<file path="src/rtl/l2_instruction_line_fill.sv">
// L2 instruction line fill: accepts one cache miss, fetches the line in narrow memory beats and
// returns the assembled line. Define LINE_BUFFER_HIT_EN to serve repeat misses from the last line.
module l2_instruction_line_fill #(
   parameter int unsigned ADDRESS_WIDTH = 32,
   parameter int unsigned L2_BUS_WIDTH  = 512,
   parameter int unsigned MEM_BUS_WIDTH = 32
) (
   input  logic                     CLK,
   input  logic                     RESET_N,
   input  logic                     ADDRESS_TO_L2_VALID_INS,
   output logic                     ADDRESS_TO_L2_READY_INS,
   input  logic [ADDRESS_WIDTH-3:0] ADDRESS_TO_L2_INS,
   output logic                     DATA_FROM_L2_VALID_INS,
   input  logic                     DATA_FROM_L2_READY_INS,
   output logic [L2_BUS_WIDTH-1:0]  DATA_FROM_L2_INS,
   output logic                     MEM_REQ_VALID,
   input  logic                     MEM_REQ_READY,
   output logic [ADDRESS_WIDTH-1:0] MEM_REQ_ADDRESS,
   input  logic                     MEM_RESP_VALID,
   output logic                     MEM_RESP_READY,
   input  logic [MEM_BUS_WIDTH-1:0] MEM_RESP_DATA
);

   localparam int unsigned Beats   = L2_BUS_WIDTH / MEM_BUS_WIDTH;
   localparam int unsigned CntW    = (Beats > 1) ? $clog2(Beats) : 1;
   localparam int unsigned WordW   = ADDRESS_WIDTH - 2;
   localparam int unsigned OffW    = $clog2(L2_BUS_WIDTH / 32);
   localparam logic [WordW-1:0] LineMask = ~WordW'((1 << OffW) - 1);
   localparam logic [CntW-1:0]  LastBeat = CntW'(Beats - 1);

   if ((L2_BUS_WIDTH % MEM_BUS_WIDTH) != 0) begin : gen_bad_width
      $error("MEM_BUS_WIDTH must divide L2_BUS_WIDTH");
   end

   typedef enum logic [1:0] {StIdle, StRequest, StFill, StRespond} state_e;

   state_e                   state_q;
   logic [CntW-1:0]          cnt_q;
   logic [L2_BUS_WIDTH-1:0]  line_q;
   logic [WordW-1:0]         line_addr_q;
   logic [WordW-1:0]         miss_line_addr;

   assign miss_line_addr = ADDRESS_TO_L2_INS & LineMask;

`ifdef LINE_BUFFER_HIT_EN
   // line_q doubles as the buffered line: it is only rewritten by a fill, and a fill always
   // completes (or reset intervenes) before the next IDLE compare.
   logic buf_valid_q;
   logic buf_hit;
   assign buf_hit = buf_valid_q && (miss_line_addr == line_addr_q);
`endif

   always_ff @(posedge CLK or negedge RESET_N) begin
      if (!RESET_N) begin
         state_q     <= StIdle;
         cnt_q       <= '0;
         line_q      <= '0;
         line_addr_q <= '0;
`ifdef LINE_BUFFER_HIT_EN
         buf_valid_q <= 1'b0;
`endif
      end else begin
         unique case (state_q)
            StIdle: begin
               if (ADDRESS_TO_L2_VALID_INS) begin
                  line_addr_q <= miss_line_addr;
`ifdef LINE_BUFFER_HIT_EN
                  if (buf_hit) begin
                     state_q <= StRespond;
                  end else begin
                     state_q     <= StRequest;
                     buf_valid_q <= 1'b0;
                  end
`else
                  state_q <= StRequest;
`endif
               end
            end
            StRequest: begin
               if (MEM_REQ_READY) begin
                  state_q <= StFill;
                  cnt_q   <= '0;
               end
            end
            StFill: begin
               if (MEM_RESP_VALID) begin
                  line_q[cnt_q*MEM_BUS_WIDTH +: MEM_BUS_WIDTH] <= MEM_RESP_DATA;
                  if (cnt_q == LastBeat) begin
                     cnt_q   <= '0;
                     state_q <= StRespond;
`ifdef LINE_BUFFER_HIT_EN
                     buf_valid_q <= 1'b1;
`endif
                  end else begin
                     cnt_q <= cnt_q + 1'b1;
                  end
               end
            end
            StRespond: begin
               if (DATA_FROM_L2_READY_INS) begin
                  state_q <= StIdle;
               end
            end
            default: state_q <= StIdle;
         endcase
      end
   end

   assign ADDRESS_TO_L2_READY_INS = (state_q == StIdle);
   assign MEM_REQ_VALID           = (state_q == StRequest);
   assign MEM_RESP_READY          = (state_q == StFill);
   assign DATA_FROM_L2_VALID_INS  = (state_q == StRespond);
   assign MEM_REQ_ADDRESS         = {line_addr_q, 2'b00};
   assign DATA_FROM_L2_INS        = line_q;

endmodule
</file>
<file path="config.mk">
export PLATFORM = sky130hd
export DESIGN_NAME = l2_instruction_line_fill
export DESIGN_NICKNAME = d
export VERILOG_FILES = /design/src/rtl/l2_instruction_line_fill.sv
export SDC_FILE = /design/constraint.sdc
export NUM_CORES = 1
export LEC_CHECK = 0
export CORE_MARGIN = 5
export CORE_UTILIZATION = 35
export CTS_CLUSTER_DIAMETER = 60
export DETAILED_ROUTE_END_ITERATION = 12
export GPL_TIMING_DRIVEN = 1
export PLACE_DENSITY = 0.71
export RECOVER_POWER = 50
export SLEW_MARGIN = 15
export SYNTH_ARGS = -nofsm -noshare
export SYNTH_HDL_FRONTEND = slang
export SYNTH_SLANG_ARGS = --single-unit
</file>
<file path="constraint.sdc">
create_clock -name CLK -period 5.4 [get_ports CLK]
set_input_delay 1.62 -clock CLK [delete_from_list [all_inputs] [get_ports CLK]]
set_output_delay 1.62 -clock CLK [all_outputs]
set_load 0.005 [all_outputs]
</file>
Word-level counts from Yosys, hierarchy flattened
Index checks and enable logic that the tools add are counted.
Operators by class
  equality and inequality tests: 9
  shifts and indexed selects: 2
  add/sub/neg operators: 2
  reductions and logical operators: 6
  muxes and demuxes: 11
Operators by type and width (count)
  512-bit bitwise mux: 1
  32-bit by 34-bit variable shift with 512-bit output (first input constant): 1
  32-bit by 34-bit indexed part select with 512-bit output: 1
  9-bit negation with 34-bit output: 1
  4-bit 2-to-1 mux: 3
  2-bit 2-to-1 mux: 5
  2-bit case mux with 4 select lines: 1
  4-bit case mux with 2 select lines: 1
  2-bit by 1-bit != test with 1-bit output (second input constant): 3
  5-bit AND reduction: 1
  4-bit by 1-bit adder with 4-bit output (second input constant): 1
  2-bit == test (second input constant): 2
  4-bit == test (second input constant): 1
  2-bit != test (second input constant): 2
  2-bit AND reduction: 2
  3-bit AND reduction: 1
  2-bit by 1-bit == test with 1-bit output (second input constant): 1
  2-bit logical NOT: 1
  2-bit nonzero test: 1
Word-level totals
  logic and storage cells: 34
  input port bits: 68
  bits in registers: 544

Longest topological paths before layout
  depth after elaboration: 4
  mapped depth: 11
  gate-level depth less buffers: 6

Worst setup path before layout
OpenSTA, ideal clock, no wires.
  kind: input to register
  start point: input MEM_RESP_VALID
  end point: register line_q[130] (netlist: DATA_FROM_L2_INS[130])
  slack: 2490 ps
  data arrival time: 2790 ps
  stages on the path: 7
  buffers on the path: 3
  path through: and3_1 > buf_2 > and2_1 > and2_1 > clkbuf_1 > buf_2 > a31o_2
On the way
  longest elaborated chain between the ends: 1
RTL lines
  from (decl): line 19  | input logic MEM_RESP_VALID,
  2-bit AND reduction (no source line)
  to (signal assigned): line 57  | line_q <= '0;
  to (signal, indexed assignment): line 87  | line_q[cnt_q*MEM_BUS_WIDTH +: MEM_BUS_WIDTH] <= MEM_RESP_DATA;
  to (decl): line 39  | logic [L2_BUS_WIDTH-1:0] line_q;
Every way passes these cells.
A chain may end at the register's enable or synchronous reset.

Worst setup path in the final report
  start point: register cnt_q[0]
  end point: register line_q[497] (netlist: DATA_FROM_L2_INS[497])
On the way
  longest elaborated chain between the ends: 3
  elaborated cells on any way between the ends: 4
  classes of those cells: add/sub (1); shift (2); mux (1)
RTL lines
  from (decl): line 38  | logic [CntW-1:0] cnt_q;
  from (signal assigned): line 95  | cnt_q <= cnt_q + 1'b1;
  9-bit negation with 34-bit output (*): line 87
  32-bit by 34-bit indexed part select with 512-bit output / 32-bit by 34-bit variable shift with 512-bit output (equally long branches): line 87
  512-bit bitwise mux (*): line 87
Every way passes the cells marked *; elsewhere a longest branch is shown, timed or not.

==> impl_metrics.tcl <==
set metrics [dict create \
    p_int_mw 7.91 \
    gr-usage-all-layers_pct 24.8 \
    vias 19952 \
    synth.cell_area_um2 23100 \
    ys.flop_type "dfrtp_1" \
    design.core.area_um2 65600 \
    worst-slew-pin-transition_ns 2.83 \
    violations "capacitance limit, slew limit" \
    dieWidth_um 267 \
    fmax_ghz 0.231 \
    finalCriticalPeriod_ns 4.33 \
    grt_overflow_total 0 \
    grt_max_degree 104 \
    timing.critical_path.to_type "flop" \
    netlist-cell-type-count 48 \
    timing.max_cap.violations 2 \
    startpoint_type "flop" \
    setup_viol 0 \
    synth-seq-area-share_pct 59.0 \
    critical_path_class "reg -> reg" \
    die_height_um 267 \
    status "finished with violations" \
    p_clk_share_pct 34.0 \
    drt-total-wl_um 92900 \
    cts-hold-fix-buffers 0 \
    worst_voltage_drop_across_the_vdd_grid_mv 0.451 \
    drt_pass1_iterations 6 \
    post_cts_resize_count 0 \
    nFillCells 5851 \
    power.share.switching_pct 33.7 \
    routability_congestion_estimate 0.819 \
    start_util_pct 35.2 \
    finish.net_count 2762 \
    cts_num_sinks 544 \
    cp_max_fo 43 \
    clk_transition_reported_paths_ns 0.06 \
    rsz0062_at_grt "no" \
    routed_via_density 5.54 \
    min_path_cells 2 \
    power_switching_mw 4.02 \
    clock-root-buffer "clkbuf_16" \
    layout.core_utilization_pct 48.3 \
    drt_antenna_net_count 0 \
    synth-edff-count 0 \
    floorplan.io_pins 616 \
    seq_power_share_pct 39.4 \
    cts-htree-levels 2 \
    routed_wire_length_per_instance_um 25.8 \
    die_outline_area_um2 71200 \
    detail_route.drc_violations 0 \
    rr_worst_depth 7 \
    cp.required_ns 5.91 \
    flow.area_growth_from_synthesis_pct 37.4 \
    cts_inserted_buffers 59 \
    synth-seq-cells 544 \
    hold_class "reg -> reg" \
    syn_area_per_cell_um2 10.5 \
    clkLatencyLatePin_ns 0.63 \
    ys_async_sr_fraction_pct 100 \
    syn-instance-count 2189 \
    fin_worst_skew_ns 0.0292 \
    timing.setup.tns_ns 0 \
    detailed_router_s_first_iteration_violation_count 2314 \
    synth-warning-count 0 \
    port_buffers 605 \
    drive_above_1_share_pct 12.6 \
    post-cts-setup-buffer-count 0 \
    first_global_vias 19881 \
    antenna_found_initial 7 \
    crit_arrival_ns 4.83 \
    fin_crit_sh_pct 80.2 \
    cellLeakagePower_nw 14.1 \
    ff2ff_setup_slack_ns 1.07 \
    power_frac_comb_pct 26.6 \
    finalHoldViolCount 0 \
    detailed_place_hpwl_um 62500 \
    power.density_cell_area_nw_per_um2 376 \
    site_rows 94 \
    max-slew-margin-rel_pct -88.7 \
    clk_path_buf_depth 3 \
    drv_slew 122 \
    tritoncts "done" \
    first_pass_grt_wire_length_um 133000 \
]
area by class of cell:
cell class                 count  area, µm²  area share [%]
antenna                        3       7.51          0.0237
clock buffer                  79       1650            5.21
clock inverter                31        292           0.920
inverter                     103        387            1.22
multi-input combinational   1309       8100            25.5
sequential                   544      13600            42.9
tap                          864       1080            3.41
timing repair buffer         668       6570            20.7
synth_stat cells, types with 3 or more instances:
library cell,count,share of area (%)
mux2_2,91,4.4
nor2_1,4,0.065
o31ai_1,254,8.3
nor3_2,3,0.13
o211ai_2,4,0.22
o21ai_1,36,0.78
buf_6,12,0.59
ha_1,9,0.49
clkbuf_1,156,2.5
inv_1,103,1.7
and2_1,3,0.081
nand3_1,101,2.2
nand2_1,363,5.9
dfrtp_1,544,59
buf_1,9,0.15
buf_2,45,0.98
or2_1,3,0.081
nand2b_1,8,0.22
a21boi_0,64,2.1
o21ai_0,227,4.9
a31o_2,62,2.4
and3_1,40,1.1
buf_4,16,0.52
critical path, stage by stage (launching register included):
cell,delay [ns]
dfrtp_1,0.81
inv_1,0.28
ha_1,0.42
and3b_1,0.41
o211ai_1,1.39
buf_4,0.63
nand2_1,0.14
o31ai_1,0.10
layer usage:
metal | vias up | global-route usage, % | routed length [µm]
met1 | 10024 | 30.5 | 34700
met2 | 1070 | 40.0 | 43800
li1 | 8625 | - | -
met4 | 0 | 10.8 | 4440
met3 | 233 | 8.24 | 9900
met5 | - | 0 | 0
power by group through the flow:
stage          Combinational (mW)  Sequential (mW)  Clock (mW)
2_1_floorplan                1.55             4.75           0
3_5_place_dp                 3.25             4.77           0
3_3_place_gp                 3.17             4.75           0
6_report                     3.18             4.70        4.05
4_1_cts                      3.27             4.71        4.11
5_1_grt                      3.39             4.74        4.28
flip-flops by register name, summed over array words and instances (netlist names):
signal,cells
DATA_FROM_L2_INS,512
cnt_q,4
line_addr_q,26
state_q,2
stage by stage:
step	worst slack, ns	cells	total power [mW]	area (µm²)	hold slack [ns]
after floorplan	2.49	2194	6.30	23100	0.467
after global placement	0.962	3487	7.92	29800	0.461
after detailed placement	0.825	3487	8.03	29800	0.464
after CTS	1.32	3597	12.1	31700	0.479
after global routing	0.536	3598	12.4	31700	0.494
final	1.07	3601	11.9	31700	0.469
cells in the final DEF, fill, tap and decap left out, types with 34 or more instances in the layout:
| master | instances |
|---|---|
| dlygate4sd3_1 | 231 |
| mux2_2 | 91 |
| dfrtp_1 | 544 |
| o21ai_0 | 227 |
| clkbuf_16 | 59 |
| clkdlybuf4s50_1 | 373 |
| nand3_1 | 101 |
| a21boi_0 | 64 |
| inv_1 | 103 |
| o31ai_1 | 254 |
| and3_1 | 37 |
| a31o_2 | 62 |
| o21ai_1 | 34 |
| buf_4 | 53 |
| nand2_1 | 363 |
logic make-up (layout without fill, tap and decap cells):
group                    Yosys count  after routing  share of synthesized area [%]
AO/OA/AOI/OAI                    662            662                           19.3
flip-flops                       544            544                           59.0
AND/OR/NAND/NOR                  539            539                           10.2
buffers and inverters            341            881                           6.44
multiplexers                      91             91                           4.44
adder cells (fa/ha/maj)            9              9                          0.488
XOR/XNOR                           2              2                          0.108
other                              1              9                         0.0163
path summary, 6_finish.rpt:
check                                      start                     to
min in group asynchronous                RESET_N  DATA_FROM_L2_INS[112]
min                        DATA_FROM_L2_INS[373]  DATA_FROM_L2_INS[373]
min reg2reg                DATA_FROM_L2_INS[373]  DATA_FROM_L2_INS[373]
max                                     cnt_q[0]  DATA_FROM_L2_INS[497]
max in group asynchronous                RESET_N   DATA_FROM_L2_INS[65]
max reg2reg                             cnt_q[0]  DATA_FROM_L2_INS[497]
No activity file was read; power rests on OpenSTA's default activity.
==> variant (same flow settings) <==
The option `LINE_BUFFER_HIT_EN` is turned on by a define.
--- a/src/rtl/l2_instruction_line_fill.sv
+++ b/src/rtl/l2_instruction_line_fill.sv
@@ -1,5 +1,7 @@
 // L2 instruction line fill: accepts one cache miss, fetches the line in narrow memory beats and
 // returns the assembled line. Define LINE_BUFFER_HIT_EN to serve repeat misses from the last line.
+`define LINE_BUFFER_HIT_EN
+
 module l2_instruction_line_fill #(
    parameter int unsigned ADDRESS_WIDTH = 32,
    parameter int unsigned L2_BUS_WIDTH  = 512,
Check against the original RTL: not settled (the Yosys comparison gave no result); the edit may change what the design does.
==> variant against the original RTL <==
Critical endpoint is now DATA_FROM_L2_INS[391]$_DFFE_PN0P_; total power up 28%; the run still ends with capacitance limit, slew limit left; design area decreased by 3.5%; register-to-register slack gained 0.15 ns; area after synthesis fell by 5.7%; routed wire length down 19%; via count shrank 18%; largest cell class unchanged; first-iteration DRC count decreased by 59%; sequential cell count up 1; worst setup slack gained 0.14 ns; cell count shrank 10%; clock skew decreased by 0.011 ns; critical path type is now primary input to asynchronous set/reset pin.
==> variant: results <==
export IMPL_violations="capacitance limit, slew limit"
export IMPL_max_cap_violations=1
export IMPL_swShare_pct=31.4
export IMPL_p_leak_uw=0.0145
export IMPL_status="finished, violations left"
export IMPL_crit_path_start="RESET_N"
export IMPL_hp_start="DATA_FROM_L2_INS[104]$_DFFE_PN0P_"
export IMPL_grt_use_met1_pct=27.6
export IMPL_n_fill_cell=5359
export IMPL_slew_headroom_pct=-110
export IMPL_wl_per_cell_um=23.3
export IMPL_yosys_area_share_xor_xnor_pct=1.13
export IMPL_m1WireLength_um=30100
export IMPL_drt_iter0_drc=953
export IMPL_vias=16400
export IMPL_drt_pass1_iterations=5
export IMPL_nets=2413
export IMPL_dpl_hpwl_um=52500
export IMPL_grtUsageMet2_pct=35.6
export IMPL_synth_compound_area_share_pct=8.02
export IMPL_slew_violations=116
export IMPL_cp_slowest_cell="clkbuf_2"
export IMPL_synthAdderAreaFrac_pct=0.403
export IMPL_synth_distinct_cells=45
export IMPL_max_stage_delay_ns=2.17
export IMPL_placed_area_mm2=0.0286
export IMPL_synth_area_leaders="dfrtp_1, mux2_2, nand2_1, o31ai_1, o21ai_0"
export IMPL_synthMuxAreaShare_pct=14.5
export IMPL_antenna_found_initial=5
export IMPL_path_delay_family="buffers and inverters"
export IMPL_syn_inst=1784
export IMPL_ys_seq_area_share_pct=62.7
export IMPL_drive_above_1_share_pct=18.2
export IMPL_place_ws_ns=1.04
export IMPL_gp_congestion=0.853
export IMPL_grt_max_degree=118
export IMPL_cts_buffers=58
export IMPL_critPathArrivalTime_ns=4.84
variant: cell types whose count changed in the layout (fill, tap and decap cells not counted), sizes merged, moves of 21 or more:
cell / before / now
inv: 109 / 88
a31o: 64 / 11
mux2: 91 / 280
and3: 40 / 4
a21boi: 64 / 0
buf: 58 / 28
o31ai: 256 / 118
nand2: 363 / 250
o21ai: 263 / 135
variant: final timing paths:
kind / endpoint / slack [ns] / cells after the start
max in group CLK: DATA_FROM_L2_INS[21]$_DFFE_PN0P_ / 1.22 / 7
worst max register to register: DATA_FROM_L2_INS[21]$_DFFE_PN0P_ / 1.22 / 7
worst min register to register: DATA_FROM_L2_INS[104]$_DFFE_PN0P_ / 0.47 / 2
min in group asynchronous: DATA_FROM_L2_INS[255]$_DFFE_PN0P_ / 2.04 / 1
worst max-delay path: DATA_FROM_L2_INS[391]$_DFFE_PN0P_ / 1.21 / 2
worst min-delay path: DATA_FROM_L2_INS[104]$_DFFE_PN0P_ / 0.47 / 2
variant: area by class of cell:
class	instances	area (um^2)	share of cell area, %
multi-input combinational	1008	7210	23.6
clock buffer	81	1660	5.42
tap	837	1050	3.42
sequential	545	13600	44.6
inverter	85	319	1.04
antenna	2	5.00	0.0164
timing repair buffer	640	6350	20.8
clock inverter	27	349	1.14
variant: logic make-up (layout without fill, tap and decap cells):
| kind of cell | Yosys count | in the layout |
|---|---|---|
| AO/OA/AOI/OAI | 273 | 273 |
| XOR/XNOR | 28 | 28 |
| adder cells (fa/ha/maj) | 7 | 7 |
| buffers and inverters | 236 | 833 |
| flip-flops | 545 | 545 |
| multiplexers | 280 | 280 |
| other | 1 | 8 |
| AND/OR/NAND/NOR | 414 | 414 |
